==> src/rtl/mult_div_unit_if.sv <==
// Request/result bundle between the execute-stage controller and mult_div_unit.
// The controller side is the master; the iterative unit is the slave.
interface mult_div_unit_if #(
    parameter int WIDTH = 32
);
    logic             start;
    logic [1:0]       op;
    logic [WIDTH-1:0] operandA;
    logic [WIDTH-1:0] operandB;
    logic             hiWriteEnable;
    logic             loWriteEnable;
    logic [WIDTH-1:0] moveData;
    logic             busy;
    logic             done;
    logic             divByZero;
    logic [WIDTH-1:0] hi;
    logic [WIDTH-1:0] lo;

    modport master (
        output start, op, operandA, operandB, hiWriteEnable, loWriteEnable, moveData,
        input  busy, done, divByZero, hi, lo
    );

    modport slave (
        input  start, op, operandA, operandB, hiWriteEnable, loWriteEnable, moveData,
        output busy, done, divByZero, hi, lo
    );
endinterface

==> src/rtl/mult_div_unit.sv <==
// Iterative MULT/MULTU/DIV/DIVU unit owning the architectural HI/LO pair.
// Shift-add multiply and restoring divide on magnitudes, sign fix-up in FINISH.
module mult_div_unit #(
    parameter int WIDTH = 32
) (
    input  logic           clk,
    input  logic           reset,
    mult_div_unit_if.slave bus
);
    localparam int CNT_W = (WIDTH > 1) ? $clog2(WIDTH) : 1;
    localparam logic [CNT_W-1:0]   LAST_COUNT = CNT_W'(WIDTH - 1);
    localparam logic [CNT_W-1:0]   CNT_ONE    = CNT_W'(1);
    localparam logic [CNT_W-1:0]   CNT_ZERO   = {CNT_W{1'b0}};
    localparam logic [WIDTH-1:0]   ZERO       = {WIDTH{1'b0}};
    localparam logic [WIDTH-1:0]   ONES       = {WIDTH{1'b1}};
    localparam logic [WIDTH:0]     ZERO_EXT   = {(WIDTH+1){1'b0}};
    localparam logic [2*WIDTH-1:0] ZERO_WIDE  = {(2*WIDTH){1'b0}};

    typedef enum logic [1:0] {
        IDLE   = 2'b00,
        CALC   = 2'b01,
        FINISH = 2'b10
    } state_t;

    state_t               state_r;
    state_t               nextState_s;
    logic [CNT_W-1:0]     count_r;
    logic                 isDiv_r;
    logic                 divZero_r;
    logic                 negMain_r;
    logic                 negRem_r;
    logic [WIDTH-1:0]     operand_r;
    logic [WIDTH-1:0]     rawA_r;
    logic [2*WIDTH-1:0]   acc_r;
    logic                 busy_r;
    logic                 done_r;
    logic                 divByZero_r;
    logic [WIDTH-1:0]     hi_r;
    logic [WIDTH-1:0]     lo_r;

    logic                 signedOp_s;
    logic                 signA_s;
    logic                 signB_s;
    logic [WIDTH-1:0]     absA_s;
    logic [WIDTH-1:0]     absB_s;
    logic [WIDTH:0]       mulSum_s;
    logic [WIDTH:0]       divTrial_s;
    logic [WIDTH:0]       divDiff_s;
    logic [2*WIDTH-1:0]   accStep_s;
    logic [2*WIDTH-1:0]   prod_s;
    logic [WIDTH-1:0]     quot_s;
    logic [WIDTH-1:0]     rem_s;
    logic [WIDTH-1:0]     resHi_s;
    logic [WIDTH-1:0]     resLo_s;

    // Operand magnitudes and signs; op[0]==0 selects the signed variants.
    always_comb begin
        signedOp_s = ~bus.op[0];
        signA_s    = signedOp_s & bus.operandA[WIDTH-1];
        signB_s    = signedOp_s & bus.operandB[WIDTH-1];
        if (signA_s) begin
            absA_s = ZERO - bus.operandA;
        end else begin
            absA_s = bus.operandA;
        end
        if (signB_s) begin
            absB_s = ZERO - bus.operandB;
        end else begin
            absB_s = bus.operandB;
        end
    end

    // One iteration: acc = {partial product, multiplier} or {remainder, dividend/quotient}.
    always_comb begin
        mulSum_s   = {1'b0, acc_r[2*WIDTH-1:WIDTH]}
                   + (acc_r[0] ? {1'b0, operand_r} : ZERO_EXT);
        divTrial_s = {acc_r[2*WIDTH-1:WIDTH], acc_r[WIDTH-1]};
        divDiff_s  = divTrial_s - {1'b0, operand_r};
        if (isDiv_r) begin
            // A borrow out of the trial subtraction means restore and shift in 0.
            if (divDiff_s[WIDTH]) begin
                accStep_s = {divTrial_s[WIDTH-1:0], acc_r[WIDTH-2:0], 1'b0};
            end else begin
                accStep_s = {divDiff_s[WIDTH-1:0], acc_r[WIDTH-2:0], 1'b1};
            end
        end else begin
            accStep_s = {mulSum_s, acc_r[WIDTH-1:1]};
        end
    end

    // Sign correction and divide-by-zero override applied on the FINISH cycle.
    always_comb begin
        prod_s = negMain_r ? (ZERO_WIDE - acc_r) : acc_r;
        quot_s = acc_r[WIDTH-1:0];
        rem_s  = acc_r[2*WIDTH-1:WIDTH];
        if (isDiv_r) begin
            if (divZero_r) begin
                resHi_s = rawA_r;
                resLo_s = ONES;
            end else begin
                resHi_s = negRem_r  ? (ZERO - rem_s)  : rem_s;
                resLo_s = negMain_r ? (ZERO - quot_s) : quot_s;
            end
        end else begin
            resHi_s = prod_s[2*WIDTH-1:WIDTH];
            resLo_s = prod_s[WIDTH-1:0];
        end
    end

    // FSM state register.
    always_ff @(posedge clk or posedge reset) begin
        if (reset) begin
            state_r <= IDLE;
        end else begin
            state_r <= nextState_s;
        end
    end

    // FSM next-state logic; start is only honoured from IDLE.
    always_comb begin
        nextState_s = state_r;
        case (state_r)
            IDLE: begin
                if (bus.start) begin
                    nextState_s = CALC;
                end else begin
                    nextState_s = IDLE;
                end
            end
            CALC: begin
                if (count_r == LAST_COUNT) begin
                    nextState_s = FINISH;
                end else begin
                    nextState_s = CALC;
                end
            end
            FINISH:  nextState_s = IDLE;
            default: nextState_s = IDLE;
        endcase
    end

    // Operand capture on acceptance and accumulator/counter stepping while calculating.
    always_ff @(posedge clk or posedge reset) begin
        if (reset) begin
            count_r   <= CNT_ZERO;
            isDiv_r   <= 1'b0;
            divZero_r <= 1'b0;
            negMain_r <= 1'b0;
            negRem_r  <= 1'b0;
            operand_r <= ZERO;
            rawA_r    <= ZERO;
            acc_r     <= ZERO_WIDE;
        end else begin
            case (state_r)
                IDLE: begin
                    if (bus.start) begin
                        count_r   <= CNT_ZERO;
                        isDiv_r   <= bus.op[1];
                        divZero_r <= bus.op[1] & (bus.operandB == ZERO);
                        negMain_r <= signA_s ^ signB_s;
                        negRem_r  <= signA_s;
                        rawA_r    <= bus.operandA;
                        if (bus.op[1]) begin
                            operand_r <= absB_s;
                            acc_r     <= {ZERO, absA_s};
                        end else begin
                            operand_r <= absA_s;
                            acc_r     <= {ZERO, absB_s};
                        end
                    end
                end
                CALC: begin
                    acc_r   <= accStep_s;
                    count_r <= count_r + CNT_ONE;
                end
                default: begin
                    count_r <= count_r;
                end
            endcase
        end
    end

    // Handshake outputs: busy follows the next state, done/divByZero pulse on FINISH exit.
    always_ff @(posedge clk or posedge reset) begin
        if (reset) begin
            busy_r      <= 1'b0;
            done_r      <= 1'b0;
            divByZero_r <= 1'b0;
        end else begin
            busy_r      <= (nextState_s != IDLE);
            done_r      <= (state_r == FINISH);
            divByZero_r <= (state_r == FINISH) & divZero_r;
        end
    end

    // HI/LO: result write on FINISH, MTHI/MTLO only while idle.
    always_ff @(posedge clk or posedge reset) begin
        if (reset) begin
            hi_r <= ZERO;
            lo_r <= ZERO;
        end else if (state_r == FINISH) begin
            hi_r <= resHi_s;
            lo_r <= resLo_s;
        end else if (state_r == IDLE) begin
            if (bus.hiWriteEnable) begin
                hi_r <= bus.moveData;
            end
            if (bus.loWriteEnable) begin
                lo_r <= bus.moveData;
            end
        end else begin
            hi_r <= hi_r;
            lo_r <= lo_r;
        end
    end

    assign bus.busy      = busy_r;
    assign bus.done      = done_r;
    assign bus.divByZero = divByZero_r;
    assign bus.hi        = hi_r;
    assign bus.lo        = lo_r;

endmodule

==> src/flat_wrapper.sv <==
// flat-port wrapper written by rule: the top's interface ports become plain ports
module mult_div_unit_flat 
#(
    parameter int WIDTH = 32
)
  (clk, reset, bus_start, bus_op, bus_operandA, bus_operandB, bus_hiWriteEnable, bus_loWriteEnable, bus_moveData, bus_busy, bus_done, bus_divByZero, bus_hi, bus_lo);
  mult_div_unit_if #(.WIDTH(WIDTH)) bus_i ();
  input  logic clk;
  input  logic reset;
  input wire logic [$bits(bus_i.start)-1:0] bus_start;
  input wire logic [$bits(bus_i.op)-1:0] bus_op;
  input wire logic [$bits(bus_i.operandA)-1:0] bus_operandA;
  input wire logic [$bits(bus_i.operandB)-1:0] bus_operandB;
  input wire logic [$bits(bus_i.hiWriteEnable)-1:0] bus_hiWriteEnable;
  input wire logic [$bits(bus_i.loWriteEnable)-1:0] bus_loWriteEnable;
  input wire logic [$bits(bus_i.moveData)-1:0] bus_moveData;
  output wire logic [$bits(bus_i.busy)-1:0] bus_busy;
  output wire logic [$bits(bus_i.done)-1:0] bus_done;
  output wire logic [$bits(bus_i.divByZero)-1:0] bus_divByZero;
  output wire logic [$bits(bus_i.hi)-1:0] bus_hi;
  output wire logic [$bits(bus_i.lo)-1:0] bus_lo;
  assign bus_i.start = bus_start;
  assign bus_i.op = bus_op;
  assign bus_i.operandA = bus_operandA;
  assign bus_i.operandB = bus_operandB;
  assign bus_i.hiWriteEnable = bus_hiWriteEnable;
  assign bus_i.loWriteEnable = bus_loWriteEnable;
  assign bus_i.moveData = bus_moveData;
  assign bus_busy = bus_i.busy;
  assign bus_done = bus_i.done;
  assign bus_divByZero = bus_i.divByZero;
  assign bus_hi = bus_i.hi;
  assign bus_lo = bus_i.lo;
  mult_div_unit #(.WIDTH(WIDTH)) u_core (.clk(clk), .reset(reset), .bus(bus_i));
endmodule
==> config.mk <==
export PLATFORM = sky130hd
export DESIGN_NAME = mult_div_unit_flat
export DESIGN_NICKNAME = d
export VERILOG_FILES = /design/src/rtl/mult_div_unit_if.sv /design/src/rtl/mult_div_unit.sv /design/src/flat_wrapper.sv
export SDC_FILE = /design/constraint.sdc
export NUM_CORES = 1
export LEC_CHECK = 0
export ABC_AREA = 1
export CAP_MARGIN = 30
export CORE_ASPECT_RATIO = 1.75
export CORE_MARGIN = 4
export CORE_UTILIZATION = 49
export DETAILED_ROUTE_END_ITERATION = 8
export GPL_TIMING_DRIVEN = 0
export HOLD_SLACK_MARGIN = 0.12
export PLACE_DENSITY = 0.84
export SYNTH_ARGS = -nofsm -noshare
export SYNTH_HDL_FRONTEND = slang
export SYNTH_SLANG_ARGS = --single-unit
==> constraint.sdc <==
create_clock -name clk -period 5.66 [get_ports clk]
set_input_delay 0.566 -clock clk [delete_from_list [all_inputs] [get_ports clk]]
set_output_delay 0.566 -clock clk [all_outputs]
set_load 0.005 [all_outputs]
# Yosys cells after proc, flatten, opt, wreduce, memory -nomap -nowiden
# Cells that the tools add are included.
# classes
mux,27
n_bitwise,6
n_eq_ne,4
n_reduce_logical,11
addsub,8
# op_table
operator,n
32-bit two-way mux,17
64-bit two-way mux,4
64-bit one-hot mux with 2 select lines,1
"1-bit by 32-bit subtractor with 32-bit output, first input constant",4
"1-bit by 64-bit subtractor with 64-bit output, first input constant",1
32-bit by 33-bit adder with 33-bit output,1
33-bit by 32-bit subtractor with 33-bit output,1
32-bit logical NOT,1
5-bit one-hot mux with 2 select lines,1
2-bit nonzero test,5
2-bit AND reduction,4
"5-bit by 1-bit adder with 5-bit output, second input constant",1
"5-bit equality test, second input constant",1
5-bit two-way mux,1
1-bit bitwise AND,4
2-bit one-hot mux with 2 select lines,1
"2-bit by 1-bit equality test with 1-bit output, second input constant",1
"2-bit equality test, second input constant",1
2-bit logical NOT,1
2-bit two-way mux,1
"2-bit != test, second input constant",1
1-bit two-way mux,1
1-bit NOT,1
1-bit bitwise XOR,1
# totals
output_inout_bits,67
inputBits,103
regBits,206

# Logic depth before layout (Yosys ltp)
# logic_depth
word_depth,6
ltp_mapped,21

# Least setup slack after synthesis
# OpenSTA, ideal clock, no wires.
# synth_timing
kind,reg2reg
start,register u_core.acc_r[0]
end,register u_core.acc_r[49]
setup_slack_ns,3.173
path_stages_with_launch,20
synth_period_minus_slack_ns,2.487
t_required_ns,5.544
n_path_buf,2
arrival_ns,2.371
path_cell_list,dfrtp_1 -> buf_6 -> clkbuf_1 -> nand2_1 -> inv_1 -> ha_1 -> inv_1 -> fa_1 -> o21ai_1 -> nand2_1 -> nand2_1 -> nand2_1 -> nand2_1 -> nand3_1 -> nand3_1 -> nand3_1 -> nand2_1 -> inv_1 -> nand2_1 -> nand2_1
# synth_via
elab_chain_cells,4
# synth_rtl
item,line,rtl
start: declaration,mult_div_unit.sv:34,logic [2*WIDTH-1:0] acc_r;
start signal: assignment,mult_div_unit.sv:165,"acc_r <= {ZERO, absA_s};"
start signal: assignment,mult_div_unit.sv:168,"acc_r <= {ZERO, absB_s};"
start signal: assignment,mult_div_unit.sv:173,acc_r <= accStep_s;
32-bit two-way mux,mult_div_unit.sv:76,"+ (acc_r[0] ? {1'b0, operand_r} : ZERO_EXT);"
32-bit by 33-bit adder with 33-bit output,mult_div_unit.sv:76,
64-bit two-way mux,mult_div_unit.sv:79,if (isDiv_r) begin
64-bit one-hot mux with 2 select lines,mult_div_unit.sv:154,case (state_r)
# No other way between the ends.
# A chain may end at the register's enable or synchronous reset.

# Worst setup path after layout
# Ends and elaborated chain as after synthesis.

==> impl_results.md <==
* Setup tns final at 0 ns
* Initial antenna violation count at 1
* Synthesis Warnings at 0
* Vias per inst at roughly 5.9
* RSZ-0062 raised after global routing: no
* Initial DRT Pass Iterations at 9
* Wirelength per Cell at roughly 25 microns
* Routed WL at approximately 100 mm
* Fmax at ~280 MHz
* Slew @ Worst Pin at around 1.0 ns
* Average instance area after synthesis at roughly 5.9 sq um
* # nets final at approximately 3800
* Critical path class: reg2reg
* Most frequent cells in the layout: 1013 x nand2_1, 410 x inv_1, 361 x nand3_1
* Seq/Total Area, Yosys at 25.5%
* Die ar. at 44700 sq um
* Hold crit path type: reg2reg
* Vias in the first global route at between 20000 and 25000
* Combinational Power Share at a little over two thirds
* Net Count, Synth at 3574
* Fin worst setup slack at 2.09 ns
* Layout overhead on the synthesized area at 16.3%
* Max_slew headroom at 30.5%
* Max cap viols at 0
* Min Tclk post-route at roughly 3.6 ns
* Synth Flop Type: dfrtp_1
* Clk_lat worst skew at between 0.5 and 0.6 ns
* GRT Resource Usage Total at between 40% and 50%
* Clk pin slew, worst setup/hold paths at roughly 0.07 ns
* Sequential share of power at around a fifth
* Fraction of registers with async set/reset at between 90% and 100%
* Grt ovf at 0
* Clock buffer count from CTS at 21
* Post-Syn Instances at between 3000 and 4000
* I/O pins at 170
* TritonCTS clock tree: yes
* Fillers at 4248
* Commonest non-fill, non-tap cell in the layout: nand2_1
* Hold-fix buffers, CTS at 0
* EDFF count, synth at 0
* Core area at approximately 40000 sq um
* Multi-input gate area at 12800 sq um
* Gpl congestion at ~1.1
* Switching pwr at 9.32 mW
* TritonCTS sink count at between 200 and 250
* Placed wire-length estimate at approximately 84 mm
* Via count at around 25000
* Switching Fraction at between 50% and 60%
* Post-route cell area at 23500 sq um
* Post-CTS resize count at 0
* Chip Height at 277 microns
* Setup violators final at 0
* N_diodes at 0
* Maximum net fanout on the critical path at 10
* Clk_skew at about 0.016 ns
* Outcome: complete, but fails checks
* Row cnt at 98
* First-pass GRT wire length at roughly 150 mm
* Peak VDD IR at roughly 0.0005 V
* H-tree levels at 1
* Dpl cell area at 22700 sq um
* IO buf count at roughly 170
* Synth Cell Area at between 20000 and 25000 sq um
* WP data required at roughly 6 ns
* Crit share post-route at a little over three fifths
* Register area at roughly 5200 sq um
* Share of cells above drive strength 1 at ~4.7%
* CP endpoint kind: flip-flop
* First DRT Iteration DRCs at 2624
* Slew Limit Fails at 0
* Maximum buffer depth of the clock tree at 3
* Antenna Nets Post-Route at 0
* Hold Slack at 0.491 ns
* Post-synthesis cell type count at 59
* Die width at between 150 and 200 microns
* Tot Pwr at 16.3 mW
* DRC at 2
* Clock Root Buffer: clkbuf_16
* CP Data Arrival Time at 4.00 ns
* Starting Density at between 40 and 50%
* P per Cell Area at 694 nW/um^2
* Largest net degree at the start of global routing at between 40 and 50
* Synth Register Bits at ~210
* Postcts setup bufs at 0
* Post-Place Worst Slack at around 2.2 ns
* Hold Fails Final Rpt at 0
* CP Launch Type: flip-flop
* Leakage at ~12 nW
* Clk network pwr share at approximately 10%
* Int Pwr at 6.98 mW
* Failing checks: DRC
final cells by class:
| type | count | area share [%] |
|---|---|---|
| tap | 550 | 2.93 |
| inverter | 430 | 6.91 |
| clock buffer | 24 | 2.37 |
| multi-input combinational | 2631 | 54.7 |
| sequential | 206 | 21.9 |
| timing repair buffer | 174 | 7.68 |
| clock inverter | 14 | 1.03 |
| buffer | 132 | 2.49 |
worst max-delay path: stages, from the launching register on:
cell      delay [ns]
dfrtp_1         0.35
buf_6           0.17
clkbuf_1        0.62
nand2_1         0.11
inv_1           0.08
ha_1            0.16
inv_1           0.06
fa_1            0.40
o21ai_1         0.38
nand2_1         0.09
nand2_1         0.16
nand2_1         0.09
nand2_1         0.12
nand3_1         0.12
nand3_1         0.11
nand3_1         0.08
nand2_1         0.07
inv_1           0.04
nand2_1         0.17
nand2_1         0.07
state kept, by name (all words and copies together) (netlist names):
signal,count
u_core.operand_r,32
u_core.divZero_r,1
u_core.bus.busy,1
u_core.negRem_r,1
u_core.bus.lo,32
u_core.acc_r,64
u_core.state_r,2
u_core.isDiv_r,1
u_core.negMain_r,1
u_core.bus.divByZero,1
u_core.bus.hi,32
u_core.count_r,5
u_core.rawA_r,32
u_core.bus.done,1
kinds of logic after synthesis:
logic type / after synthesis / synth area share, %
AND/OR/NAND/NOR: 1865 / 39.2
XOR/XNOR: 61 / 2.64
buffers and inverters: 562 / 10.9
flip-flops: 206 / 25.5
adder cells (fa/ha/maj): 72 / 4.53
AO/OA/AOI/OAI: 633 / 17.2
power groups by stage:
| stage | combinational (mW) | clock, mW | sequential, mW |
|---|---|---|---|
| 2_1_floorplan | 7.36 | 0 | 2.75 |
| 3_3_place_gp | 10.8 | 0 | 3.19 |
| 3_5_place_dp | 10.9 | 0 | 3.20 |
| 4_1_cts | 11.0 | 1.68 | 3.17 |
| 5_1_grt | 12.4 | 1.73 | 3.28 |
| 6_report | 11.4 | 1.68 | 3.26 |
cell usage after synthesis (all sizes together) (2+ instances only):
library cell     n  share of area (%)
nor2           366                7.3
a2bb2oi          3               0.13
nand2         1035                 20
dfrtp          206                 26
nand3b          13               0.48
nor3            30               0.79
xor2            51                2.2
ha              70                4.3
nand4           35                1.1
o22ai            4               0.12
and2             2              0.062
a22oi           16               0.59
inv            425                7.9
a21o             3               0.11
o31ai            3               0.11
fa               2               0.20
o21a            12               0.45
o211ai          21               0.78
buf             46                1.3
nor4             4               0.12
or2              9               0.28
o21bai          13               0.48
a22o             2              0.087
clkinv           5               0.12
nand3          369                9.4
o21ai          255                6.4
xnor2           10               0.43
o221ai           7               0.30
clkbuf          86                1.6
a31o             2              0.087
a21oi          276                6.9
a31oi            5               0.15
a21boi           7               0.26
path summary, 6_finish.rpt:
kind | slack, ns | startpoint | cells after the start | end
max | 2.09 | u_core.acc_r[0] | 19 | u_core.acc_r[49]
min | 0.49 | u_core.bus.lo[28] | 2 | u_core.bus.lo[28]
max reg2reg | 2.09 | u_core.acc_r[0] | 19 | u_core.acc_r[49]
min reg2reg | 0.49 | u_core.bus.lo[28] | 2 | u_core.bus.lo[28]
max in group asynchronous | 3.89 | reset | 5 | u_core.acc_r[57]
min in group asynchronous | 0.52 | reset | 2 | u_core.bus.busy
layer usage:
layer	routed length [microns]	GRT usage [%]
met5	0	0
met4	14000	46.5
met3	8220	8.41
met2	47200	72.4
met1	32700	44.8
stage by stage:
stage,util [%],cells
floorplan,-,3399
global placement,55.3,4117
detailed placement,55.5,4122
CTS,57.5,4160
global route,57.5,4161
finish,57.5,4161
Note: power is estimated with default switching activity, not from simulation.
